File: config.mk
export PLATFORM = sky130hd
export DESIGN_NAME = mux_scan_ctrl_flat
export DESIGN_NICKNAME = d
export VERILOG_FILES = /design/src/rtl/mux_scan_ctrl_if.sv /design/src/rtl/mux_scan_ctrl.sv /design/src/flat_wrapper.sv
export SDC_FILE = /design/constraint.sdc
export NUM_CORES = 1
export LEC_CHECK = 0
export CAP_MARGIN = 25
export CORE_MARGIN = 2
export CORE_UTILIZATION = 43
export DETAILED_ROUTE_END_ITERATION = 16
export PLACE_DENSITY = 0.71
export SYNTH_ARGS = -nofsm -noshare
export SYNTH_HDL_FRONTEND = slang
export SYNTH_SLANG_ARGS = --single-unit
File: constraint.sdc
create_clock -name clk -period 1.3 [get_ports clk]
set_clock_uncertainty 0.2 [all_clocks]
set_input_delay 0.195 -clock clk [delete_from_list [all_inputs] [get_ports clk]]
set_output_delay 0.195 -clock clk [all_outputs]
set_load 0.02 [all_outputs]
File: src/rtl/mux_scan_ctrl_if.sv
// Channel-select and result handshake bundle between
// the scan sequencer, its 4:1 mux and the result consumer.
interface mux_scan_ctrl_if;
  logic [1:0] sel;
  logic       y_in;
  logic [3:0] data;
  logic       valid;
  logic       ready;

  modport master (
    output sel,
    output data,
    output valid,
    input  y_in,
    input  ready
  );

  modport slave (
    input  sel,
    input  data,
    input  valid,
    output y_in,
    output ready
  );
endinterface

File: src/rtl/mux_scan_ctrl.sv
// Mux scan sequencer: steps sel over channels 0..3,
// samples y_in after a settle time, hands off a 4-bit word.
module mux_scan_ctrl #(
  parameter int DWELL = 2
) (
  input  logic            clk,
  input  logic            rst_n,
  input  logic            start,
  output logic            busy,
  mux_scan_ctrl_if.master bus
);

  localparam int CW =
    ($clog2(DWELL) < 1) ? 1 : $clog2(DWELL);
  localparam logic [CW-1:0] LAST = CW'(DWELL - 1);

  typedef enum logic [1:0] {
    IDLE,
    SCAN,
    HOLD
  } state_t;

  state_t        state;
  logic [CW-1:0] cnt;
  logic [2:0]    shadow;

  always_ff @(posedge clk or negedge rst_n) begin
    if (!rst_n) begin
      state     <= IDLE;
      cnt       <= '0;
      shadow    <= '0;
      bus.sel   <= '0;
      bus.data  <= '0;
      bus.valid <= 1'b0;
      busy      <= 1'b0;
    end else begin
      unique case (state)
        IDLE: begin
          if (start) begin
            state   <= SCAN;
            busy    <= 1'b1;
            cnt     <= '0;
            shadow  <= '0;
            bus.sel <= '0;
          end
        end
        SCAN: begin
          if (cnt != LAST) begin
            cnt <= cnt + 1'b1;
          end else begin
            cnt <= '0;
            if (bus.sel != 2'd3) begin
              shadow  <= shadow |
                (3'(bus.y_in) << bus.sel);
              bus.sel <= bus.sel + 2'd1;
            end else begin
              // channel 3 bypasses shadow: it is
              // sampled on the same edge data loads
              bus.data  <= {bus.y_in, shadow};
              bus.valid <= 1'b1;
              bus.sel   <= '0;
              state     <= HOLD;
            end
          end
        end
        HOLD: begin
          if (bus.ready) begin
            bus.valid <= 1'b0;
            busy      <= 1'b0;
            state     <= IDLE;
          end
        end
        default: begin
          state     <= IDLE;
          cnt       <= '0;
          bus.sel   <= '0;
          bus.valid <= 1'b0;
          busy      <= 1'b0;
        end
      endcase
    end
  end

endmodule

File: src/flat_wrapper.sv
// flat-port wrapper written by rule: the top's interface ports become plain ports
module mux_scan_ctrl_flat 
#(
  parameter int DWELL = 2
)
  (clk, rst_n, start, busy, bus_sel, bus_data, bus_valid, bus_y_in, bus_ready);
  mux_scan_ctrl_if bus_i ();
  input  logic clk;
  input  logic rst_n;
  input  logic start;
  output logic busy;
  output wire logic [$bits(bus_i.sel)-1:0] bus_sel;
  output wire logic [$bits(bus_i.data)-1:0] bus_data;
  output wire logic [$bits(bus_i.valid)-1:0] bus_valid;
  input wire logic [$bits(bus_i.y_in)-1:0] bus_y_in;
  input wire logic [$bits(bus_i.ready)-1:0] bus_ready;
  assign bus_sel = bus_i.sel;
  assign bus_data = bus_i.data;
  assign bus_valid = bus_i.valid;
  assign bus_i.y_in = bus_y_in;
  assign bus_i.ready = bus_ready;
  mux_scan_ctrl #(.DWELL(DWELL)) u_core (.clk(clk), .rst_n(rst_n), .start(start), .busy(busy), .bus(bus_i));
endmodule
==> flow_summary.ini <==
[run_status]
status = finished with violations
violations = negative setup slack

[timing]
setup_slack_ps = -93.5
fmax_mhz = 718
worst_slew_pin_slew_ps = 248
relSlewSlack_pct = 83.5
hold_ws_ps = 20.5
drv_slew = 0
min_period_ps = 1390
setup_violations = 11
post-route-period-util_pct = 107
hold_viol = 0
rsz0062_at_grt = true

[placement]
dp_hpwl_um = 986
gp_congestion = 0.693
portBuffers = 12
post-place-cells = 93
post-place-ws_ps = -310

[detailed_routing]
wl_met2_um = 722
top_layer = met4
finalWirelength_um = 1370
drt_iter0_drc = 2
drt_first_pass_iters = 4
met3RoutedLength_um = 72
vias = 521
vias_per_cell = 5.16
drcViolationCount = 0
wl_met1_um = 564
routedWlPerCell_um = 13.6
ant_nets = 0

[worst_setup_path]
cp.required_ps = 1260
r2r-end = u_core.bus.data[0]
criticalPathCategory = flip-flop to flip-flop
crit_arrival_ps = 1350
end_kind = flip-flop
critPathMaxFanout = 4
startpoint = u_core.state[1]
r2r_cells = 3
startpoint_type = flip-flop
critPathCapture = u_core.bus.data[0]
r2r-start = u_core.state[1]
regToRegSetupSlack_ps = -90

[clock_tree]
cts.reportedPaths.clkPinSlew_ps = 80
cts_max_level = 1
clkSinkCount = 14
cts_buffer_depth = 2
clk_latency_ps = 280
cts_buffers = 3
root_buffer = clkbuf_4
cts_tree = yes

[finish]
antenna_cells = 0
final_cells = 101
drive_gt1_share_pct = 49.4
finalNetCount = 93
area_delta_synth_final_pct = 44.2

[yosys]
ys_top_cells_by_count = 14 x dfrtp_1, 4 x inv_1, 4 x mux2_4, 4 x nor2_1
synth_fp_nets = 62
postSynth.asyncResetShare_pct = 100
synth_area_per_cell_um2 = 12.2
synthFlopType = dfrtp_1
ys_warn_count = 0
synthTopCellsByArea = dfrtp_1 52%, mux2_4 8.9%, a22o_1 3.9%
synth_cells = 55
yosysMostFrequentCell = dfrtp_1
yosys.area.top_type = dfrtp_1
synth.top_cell.area_share_pct = 52.0
synth_seq_area_share_pct = 52.0
syn-cell-area_um2 = 673
synth_edf_count = 0
ys_ff_latch = 14
ys_types = 23

[floorplan]
die_height_um = 43.6
die_w_um = 43.6
coreArea_um2 = 1490
start_util_pct = 45.2
io_pins = 13
dieArea_um2 = 1900
placementRows = 14

[power]
powerDensity_nw_per_um2 = 2400
peakVddDrop_mv = 1.40
p_leak_nw = 0.479

[global_route]
grt_max_degree = 15
grt_pass1_vias = 511
overflow = 0
antenna_found_initial = 0
grt_first_pass_wirelength_um = 2420
gr-usage-all-layers_pct = 18.1

[flow_run]
maxCapViolCount = 0

[worst_hold_path]
holdCritPathClass = input pin to asynchronous set/reset pin
[area by class of cell]
cell class / count / area [um^2]
multi-input cells: 35 / 343
repair buffers: 28 / 214
fillers: 118 / 518
flip-flops and latches: 14 / 353
clock buffers: 4 / 26.3
well taps: 16 / 20.0
inverters: 4 / 15.0
[cell families (layout without fill, tap and decap cells)]
family	Yosys count	in the layout	synth area share [%]
flops	14	14	52.0
fa+ha+maj	2	2	3.72
compound gates	13	13	14.1
buf+inv	6	36	5.58
mux	6	6	11.9
simple gates	14	14	12.6
[repair_timing]
item,4_1_cts,5_1_grt
pin swaps,3,4
hold buffers,0,0
buffers inserted,1,3
hold endpoints to repair,0,0
setup endpoints to repair,19,15
resized for setup,33,7
[worst min-delay path by stage]
stage | depth (start not counted) | slack (ps) | start | endpoint
global route | 2 | 50 | rst_n | u_core.busy
detailed placement | 1 | 300 | u_core.bus.data[1] | u_core.bus.data[1]
CTS | 2 | 20 | rst_n | u_core.state[1]
finish | 2 | 20 | rst_n | u_core.state[1]
floorplan | 0 | -300 | rst_n | u_core.bus.data[0]
global placement | 1 | 300 | u_core.bus.data[3] | u_core.bus.data[3]
[flip-flops by register name (all words and copies together) (netlist names)]
name,count
u_core.cnt,1
u_core.bus.data,4
u_core.bus.valid,1
u_core.state,2
u_core.bus.sel,2
u_core.busy,1
u_core.shadow,3
[where the power goes]
group	switching (mW)	total, mW	internal [mW]	leakage (nW)
combinational	0.618	1.31	0.688	0.298
sequential	0.138	0.772	0.634	0.166
clock	0.130	0.249	0.119	0.0150
[metrics by stage]
step / setup TNS, ps / utilization (%) / area [um^2] / power, mW
2_1_floorplan: -684 / - / 711 / 1.54
3_3_place_gp: -1760 / 61.7 / 918 / 2.02
3_5_place_dp: -1840 / 61.7 / 918 / 2.05
4_1_cts: -619 / 61.9 / 922 / 2.25
5_1_grt: -1480 / 65.2 / 971 / 2.51
6_report: -694 / 65.2 / 971 / 2.33
[cells in the final DEF, fill, tap and decap left out]
cell type,n
nand2b_4,1
mux2i_1,2
dfrtp_2,2
nand2_1,3
o21ai_0,1
a311oi_2,1
nor3_4,1
nand3b_1,1
or3b_4,1
nor2_1,4
a31oi_1,1
clkbuf_4,3
a21oi_1,2
buf_2,7
dfrtp_1,12
buf_4,14
o2bb2ai_1,2
o41ai_2,1
or2b_1,1
buf_6,3
a21o_1,1
clkbuf_1,1
mux2_4,4
nand2_4,1
inv_1,4
a22o_1,3
ha_4,2
o21ai_1,1
and3b_2,1
clkdlybuf4s50_1,4
[layer usage]
metal,up-vias,GRT usage [%]
met5,-,0
met4,0,7.27
met3,2,7.50
met2,12,30.3
met1,253,20.3
li1,254,-
[critical path, cell delays in order (launching register included)]
cell and delay, ps:
dfrtp_1 410, and3b_2 280, nand2_4 80, mux2_4 300
No activity file was read; power rests on OpenSTA's default activity.
